$ cat config.mk
export PLATFORM = sky130hd
export DESIGN_NAME = fft_result_streamer_flat
export DESIGN_NICKNAME = d
export VERILOG_FILES = /design/src/rtl/fft_pkg.sv /design/src/rtl/fft_result_streamer_if.sv /design/src/rtl/fft_stream_fifo.sv /design/src/rtl/fft_result_streamer.sv /design/src/flat_wrapper.sv
export SDC_FILE = /design/constraint.sdc
export NUM_CORES = 1
export LEC_CHECK = 0
export BUFFER_PORTS_ARGS = -buffer_cell sky130_fd_sc_hd__buf_2
export CORE_ASPECT_RATIO = 0.9
export CORE_UTILIZATION = 50
export CTS_BUF_LIST = sky130_fd_sc_hd__clkbuf_4
export DETAILED_ROUTE_END_ITERATION = 16
export PLACE_DENSITY = 0.74
export REMOVE_ABC_BUFFERS = 1
export SLEW_MARGIN = 20
export SYNTH_ARGS = -nofsm -noshare
export SYNTH_HDL_FRONTEND = slang
export SYNTH_HIERARCHICAL = 1
export SYNTH_SLANG_ARGS = --single-unit
$ cat constraint.sdc
create_clock -name clk -period 2.9 [get_ports clk]
set_input_delay 0.29 -clock clk [delete_from_list [all_inputs] [get_ports clk]]
set_output_delay 0.29 -clock clk [all_outputs]
set_load 0.05 [all_outputs]
$ cat src/rtl/fft_pkg.sv
// Shared FFT definitions: complex sample type, per-stage info record,
// streamer FSM state encoding and a bit-reverse helper.
package fft_pkg;

  localparam int FFT_DATA_WIDTH = 16;

  // Complex sample; re sits in the upper half when packed.
  typedef struct packed {
    logic [FFT_DATA_WIDTH-1:0] re;
    logic [FFT_DATA_WIDTH-1:0] im;
  } complex_t;

  // Butterfly stage bookkeeping shared with the FFT core.
  typedef struct packed {
    logic [4:0]  stage;
    logic [15:0] span;
    logic        last_stage;
  } stage_info_t;

  // Result streamer FSM states.
  typedef enum logic [1:0] {
    IDLE  = 2'd0,
    ISSUE = 2'd1,
    DRAIN = 2'd2
  } stream_state_e;

  // Reverse the low 'width' bits of 'value'; bits above 'width' come back 0.
  function automatic logic [31:0] bitrev(input logic [31:0] value, input int width);
    logic [31:0] r;
    r = '0;
    for (int i = 0; i < 32; i++) begin
      if (i < width) r[5'(width - 1 - i)] = value[5'(i)];
    end
    return r;
  endfunction

endpackage

$ cat src/rtl/fft_result_streamer_if.sv
// Output bin stream of the FFT result streamer.
//
// Handshake: a bin transfers on every rising clk edge where m_valid and
// m_ready are both high. Once m_valid is raised it stays high, and m_re,
// m_im, m_index and m_last stay unchanged, until that transfer happens.
// m_valid never depends combinationally on m_ready.
interface fft_result_streamer_if #(
  parameter int N          = 8,
  parameter int DATA_WIDTH = 16
);
  localparam int AW = $clog2(N);

  logic                  m_valid;
  logic                  m_ready;
  logic [DATA_WIDTH-1:0] m_re;
  logic [DATA_WIDTH-1:0] m_im;
  logic [AW-1:0]         m_index;
  logic                  m_last;

  modport master (output m_valid, m_re, m_im, m_index, m_last, input m_ready);
  modport slave  (input m_valid, m_re, m_im, m_index, m_last, output m_ready);
endinterface

$ cat src/rtl/fft_stream_fifo.sv
// Two-entry register FIFO holding {bin data, bin index, last flag}.
// slot0 is always the head; a push into a full FIFO without a pop is dropped
// (the streamer never issues one).
import fft_pkg::*;

module fft_stream_fifo #(
  parameter int DATA_WIDTH = 16,
  parameter int IDX_W      = 3
) (
  input  logic                    clk,
  input  logic                    rst_n,
  input  logic                    push_i,
  input  logic [2*DATA_WIDTH-1:0] push_data_i,
  input  logic [IDX_W-1:0]        push_idx_i,
  input  logic                    push_last_i,
  input  logic                    pop_i,
  output logic [1:0]              count_o,
  output logic [2*DATA_WIDTH-1:0] head_data_o,
  output logic [IDX_W-1:0]        head_idx_o,
  output logic                    head_last_o
);

  typedef struct packed {
    logic [2*DATA_WIDTH-1:0] data;
    logic [IDX_W-1:0]        idx;
    logic                    last;
  } entry_t;

  entry_t     slot0_q, slot0_d, slot1_q, slot1_d, in_e;
  logic [1:0] count_q, count_d;
  logic       pop_ok, push_ok;

  // Next-state of the two slots and the occupancy.
  always_comb begin
    slot0_d = slot0_q;
    slot1_d = slot1_q;
    count_d = count_q;
    in_e    = '{data: push_data_i, idx: push_idx_i, last: push_last_i};
    pop_ok  = pop_i && (count_q != 2'd0);
    push_ok = push_i && ((count_q != 2'd2) || pop_ok);
    case ({push_ok, pop_ok})
      2'b10: begin
        if (count_q == 2'd0) slot0_d = in_e;
        else                 slot1_d = in_e;
        count_d = count_q + 2'd1;
      end
      2'b01: begin
        slot0_d = slot1_q;
        slot1_d = '0;
        count_d = count_q - 2'd1;
      end
      2'b11: begin
        if (count_q == 2'd1) begin
          slot0_d = in_e;
        end else begin
          slot0_d = slot1_q;
          slot1_d = in_e;
        end
      end
      default: ;
    endcase
  end

  // Slot and occupancy registers.
  always_ff @(posedge clk) begin
    if (!rst_n) begin
      slot0_q <= '0;
      slot1_q <= '0;
      count_q <= '0;
    end else begin
      slot0_q <= slot0_d;
      slot1_q <= slot1_d;
      count_q <= count_d;
    end
  end

  assign count_o     = count_q;
  assign head_data_o = slot0_q.data;
  assign head_idx_o  = slot0_q.idx;
  assign head_last_o = slot0_q.last;

endmodule

$ cat src/rtl/fft_result_streamer.sv
// FFT result streamer: after the core's finish pulse, reads the N result
// bins from the bank (1-cycle read latency) and streams them out one bin per
// valid/ready handshake with index and last flag.
// Optional macro FFT_STREAM_BITREV_EN: read addresses are the bit-reversed
// issue counter so a bit-reversed bank streams in natural order.
import fft_pkg::*;

module fft_result_streamer #(
  parameter int N          = 8,
  parameter int DATA_WIDTH = 16
) (
  input  logic                     clk,
  input  logic                     rst_n,
  input  logic                     fft_done,
  output logic                     mem_rd,
  output logic [$clog2(N)-1:0]     mem_addr,
  input  logic [2*DATA_WIDTH-1:0]  mem_q,
  fft_result_streamer_if.master    m_if,
  output logic                     busy,
  output logic                     overrun,
  output stream_state_e            dbg_state_o
);

  localparam int            AW       = $clog2(N);
  localparam logic [AW-1:0] LAST_IDX = AW'(N - 1);

  stream_state_e           state_q, state_d;
  logic [AW-1:0]           issue_cnt_q, issue_cnt_d;
  logic [AW-1:0]           rd_idx_q;
  logic                    inflight_q;
  logic                    overrun_q;
  logic                    rd_en, pop, vld;
  logic [2:0]              occ;

  logic [1:0]              fifo_count;
  logic [2*DATA_WIDTH-1:0] head_data;
  logic [AW-1:0]           head_idx;
  logic                    head_last;

  // FSM next state, read issue and issue-counter advance.
  always_comb begin
    state_d     = state_q;
    issue_cnt_d = issue_cnt_q;
    rd_en       = 1'b0;
    vld         = (fifo_count != 2'd0);
    pop         = vld && m_if.m_ready;
    // Buffered plus in-flight entries: a new read is allowed only while this
    // stays below 2, or when a pop frees a slot in the same cycle.
    occ         = {1'b0, fifo_count} + {2'b00, inflight_q};
    case (state_q)
      IDLE: begin
        if (fft_done) begin
          state_d     = ISSUE;
          issue_cnt_d = '0;
        end
      end
      ISSUE: begin
        rd_en = (occ < 3'd2) || pop;
        if (rd_en) begin
          issue_cnt_d = issue_cnt_q + AW'(1);
          if (issue_cnt_q == LAST_IDX) state_d = DRAIN;
        end
      end
      DRAIN: begin
        if (pop && head_last) state_d = IDLE;
      end
      default: state_d = IDLE;
    endcase
  end

  // Read address: natural or bit-reversed issue counter.
  always_comb begin
`ifdef FFT_STREAM_BITREV_EN
    mem_addr = AW'(bitrev(32'(issue_cnt_q), AW));
`else
    mem_addr = issue_cnt_q;
`endif
  end

  // State, counters, read pipeline tag and overrun pulse.
  always_ff @(posedge clk) begin
    if (!rst_n) begin
      state_q     <= IDLE;
      issue_cnt_q <= '0;
      rd_idx_q    <= '0;
      inflight_q  <= 1'b0;
      overrun_q   <= 1'b0;
    end else begin
      state_q     <= state_d;
      issue_cnt_q <= issue_cnt_d;
      inflight_q  <= rd_en;
      if (rd_en) rd_idx_q <= issue_cnt_q;
      overrun_q   <= fft_done && (state_q != IDLE);
    end
  end

  fft_stream_fifo #(
    .DATA_WIDTH (DATA_WIDTH),
    .IDX_W      (AW)
  ) u_fifo (
    .clk         (clk),
    .rst_n       (rst_n),
    .push_i      (inflight_q),
    .push_data_i (mem_q),
    .push_idx_i  (rd_idx_q),
    .push_last_i (rd_idx_q == LAST_IDX),
    .pop_i       (pop),
    .count_o     (fifo_count),
    .head_data_o (head_data),
    .head_idx_o  (head_idx),
    .head_last_o (head_last)
  );

  assign mem_rd         = rd_en;
  assign m_if.m_valid   = vld;
  assign m_if.m_re      = vld ? head_data[2*DATA_WIDTH-1:DATA_WIDTH] : '0;
  assign m_if.m_im      = vld ? head_data[DATA_WIDTH-1:0] : '0;
  assign m_if.m_index   = vld ? head_idx : '0;
  assign m_if.m_last    = vld && head_last;
  assign busy           = (state_q != IDLE);
  assign overrun        = overrun_q;
  assign dbg_state_o    = state_q;

endmodule

$ cat src/flat_wrapper.sv
// flat-port wrapper written by rule: the top's interface ports become plain ports
module fft_result_streamer_flat 
#(
  parameter int N          = 8,
  parameter int DATA_WIDTH = 16
)
  (clk, rst_n, fft_done, mem_rd, mem_addr, mem_q, busy, overrun, dbg_state_o, m_if_m_valid, m_if_m_re, m_if_m_im, m_if_m_index, m_if_m_last, m_if_m_ready);
  fft_result_streamer_if #(.N(N), .DATA_WIDTH(DATA_WIDTH)) m_if_i ();
  input  logic clk;
  input  logic rst_n;
  input  logic fft_done;
  output logic mem_rd;
  output logic [$clog2(N)-1:0] mem_addr;
  input  logic [2*DATA_WIDTH-1:0] mem_q;
  output logic busy;
  output logic overrun;
  output stream_state_e dbg_state_o;
  output wire logic [$bits(m_if_i.m_valid)-1:0] m_if_m_valid;
  output wire logic [$bits(m_if_i.m_re)-1:0] m_if_m_re;
  output wire logic [$bits(m_if_i.m_im)-1:0] m_if_m_im;
  output wire logic [$bits(m_if_i.m_index)-1:0] m_if_m_index;
  output wire logic [$bits(m_if_i.m_last)-1:0] m_if_m_last;
  input wire logic [$bits(m_if_i.m_ready)-1:0] m_if_m_ready;
  assign m_if_m_valid = m_if_i.m_valid;
  assign m_if_m_re = m_if_i.m_re;
  assign m_if_m_im = m_if_i.m_im;
  assign m_if_m_index = m_if_i.m_index;
  assign m_if_m_last = m_if_i.m_last;
  assign m_if_i.m_ready = m_if_m_ready;
  fft_result_streamer #(.N(N), .DATA_WIDTH(DATA_WIDTH)) u_core (.clk(clk), .rst_n(rst_n), .fft_done(fft_done), .mem_rd(mem_rd), .mem_addr(mem_addr), .mem_q(mem_q), .m_if(m_if_i), .busy(busy), .overrun(overrun), .dbg_state_o(dbg_state_o));
endmodule
==> flow_summary.yaml <==
run_status:
  status: "completed"
setup_path:
  critPathLaunchType: "register"
  path_cells: "or2_4 -> and2_1 -> a21boi_0 -> o21bai_4 -> buf_12 -> nand3_1 -> o21ai_0"
  critical-path-top-delay-family: "compound AO/OA/AOI/OAI gates"
  r2r_slack_ps: 660
  crit_buf_inv: 1
  critPathSlowestCell: "o21bai_4"
  worst_ep_arrival_time_ps: 2590
  criticalPathCategory: "register to register"
  slowest_delay_ps: 670
  end_kind: "register"
  cp.required_ps: 3250
  critPathMaxFanout: 37
grt:
  grt_pass1_vias: 3068
  grt_usage: 0.2262
  overflow: 0
  antenna_found_initial: 0
  grt_start_max_net_pins: 90
  grt_pass1_wl_um: 14210
layout:
  antenna_cells: 0
  nets: 574
  nFillCells: 666
  fin_cells: 630
  seqCellArea_um2: 1682
  drive_gt1_frac: 0.2235
  multi_input_area_um2: 1873
  area.growth.synth_to_final_pct: 14.20
  finish.utilization: 0.6036
clock_tree:
  clk_latency_ps: 420
  cts_sinks: 84
  cts.clk_slew.worst_paths_ps: 120
  root_buffer: "clkbuf_4"
  htreeDepth: 3
  post_cts_resized: 0
  cts_buffers: 9
  clock_path_buffers: 2
  post_cts_buffers: 0
  tritoncts: "built"
  cts_hold_buf: 0
placement:
  routabilityCongestion: 0.7314
  numPortBuffers: 80
  hpwl_um: 5205
  dpl.cell_count: 615
detailed_routing:
  drcViolationCount: 0
  vias_per_cell: 5.384
  drt_iter0_markers: 279
  wl_per_cell_um: 13.29
  ant_nets: 0
  drt_wl_total_um: 8370
  dr.pass1.iters: 4
  vias: 3392
synthesis:
  syn_avg_cell_area_um2: 7.995
  synthCells: 475
  synth_seq_area_share: 0.4428
  synthTopCellsByArea: "dfxtp_1 44%, nand2_1 12%, a31oi_1 6.1%, o21ai_0 5.9%, nand3_1 5.0%"
  yosys.area.top_type: "dfxtp_1"
  yosys.area.top_type_share: 0.4428
  synth_warnings: 6
  synth_edf_count: 0
  syn_area_um2: 3797
  synth.most_common_cell: "nand2_1"
  synth.distinct_cells: 42
  ys_top_cells_by_count: "117 x nand2_1, 84 x dfxtp_1, 45 x o21ai_0"
  synthArstFlopShare: 0
  synth_flop_cell: "dfxtp_1"
  ys_seq_elements: 84
floorplanning:
  row_count: 29
  initial_core_util: 0.5286
  die_h_um: 84.68
  design.core.area_um2: 7184
  ios: 81
  die_area_um2: 7948
  die_x_um: 93.86
power_and_ir_drop:
  powerDensity_nw_per_um2: 597.4
  leakage_nw: 1.895
  ir_worst_vdd_uv: 319.7
timing:
  post-route-period-util: 0.7727
  timing.fmax_ghz: 0.4462
  finalCriticalPeriod_ps: 2241
  finalSetupViolations: 0
  relSlewSlack: 0.4323
  final_hold_viol_count: 0
  drv_slew: 0
  fin_worst_skew_ps: 10.95
  worstMarginPinSlew_ps: 849.7
  rsz0062_at_grt: "false"
  final.setup.tns_ps: 0
min_path:
  min-delay-path-class: "primary input to register"
flow_run:
  cap_violations: 0
worst register-to-register path: stages, from the launching register on:
cell      delay [ps]
dfxtp_1          380
or2_4            270
and2_1           200
a21boi_0         170
o21bai_4         670
buf_12           270
nand3_1          100
o21ai_0          130
metrics by stage:
step	area [µm²]	power [mW]	worst slack, ps	hold slack (ps)
after floorplan	3557	1.629	125.2	411.7
after global placement	4160	1.785	793.9	444.2
after detailed placement	4160	1.800	694.7	449.7
after CTS	4337	2.615	686.1	67.86
after global routing	4337	2.720	515.1	68.73
final	4337	2.591	659.0	93.66
kinds of logic (layout without fill, tap and decap cells):
kind of cell | count (synthesis) | in the layout | share of synthesized area
buffers and inverters | 44 | 106 | 0.06820
AOI/OAI and AO/OA | 126 | 126 | 0.1928
and+or+nand+nor | 210 | 210 | 0.2643
adders and majority gates | 5 | 5 | 0.01647
muxes | 5 | 5 | 0.01318
DFF | 84 | 84 | 0.4428
xor gates and xnor gates | 1 | 1 | 0.002307
final timing paths:
path	start	endpoint	cells after the start
worst max-delay path	u_core/u_fifo/count_o[0]	u_core/u_fifo/slot1_q[4]	7
worst min-delay path	fft_done	u_core/overrun	2
worst max register to register	u_core/u_fifo/count_o[0]	u_core/u_fifo/slot1_q[4]	7
worst min register to register	u_core/u_fifo/slot1_q[26]	u_core/u_fifo/slot1_q[26]	2
layout by cell type, fill, tap and decap left out, drive strengths merged, types with 4 or more instances in the layout:
master | netlist | routed
ha | 5 | 5
nand3 | 38 | 38
and2 | 38 | 38
a21oi | 4 | 4
nand2 | 118 | 118
dfxtp | 84 | 84
clkbuf | 12 | 10
mux2i | 5 | 5
buf | 27 | 86
o21ai | 74 | 74
inv | 5 | 5
a31oi | 37 | 37
metal layers:
layer	track usage	vias to the layer above	part of all wire
met5	0	-	0
met4	0.05315	0	0.0078
met3	0.06431	6	0.064
met2	0.3663	120	0.46
met1	0.2978	1527	0.47
li1	-	1739	-
cell type report:
cell class | instances | share of cell area
multi-input combinational | 347 | 0.4319
sequential | 84 | 0.3878
timing repair buffer | 86 | 0.1085
tap | 93 | 0.02683
clock inverter | 5 | 0.02337
clock buffer | 10 | 0.01731
inverter | 5 | 0.004328
state kept, by name, summed over array words and instances, names as in the netlist:
register,flops
u_core/inflight_q,1
u_core/u_fifo/head_data_o,32
u_core/u_fifo/head_idx_o,3
u_core/mem_addr,3
u_core/overrun,1
u_core/u_fifo/slot1_q,36
u_core/u_fifo/head_last_o,1
u_core/u_fifo/count_o,2
u_core/rd_idx_q,3
u_core/dbg_state_o,2
report_power, final:
| part | internal [mW] | switching (mW) |
|---|---|---|
| logic | 0.157 | 0.333 |
| clock network | 0.439 | 0.378 |
| registers | 1.24 | 0.0468 |
| total | 1.83 | 0.758 |
(Power assumes the default switching activity.)
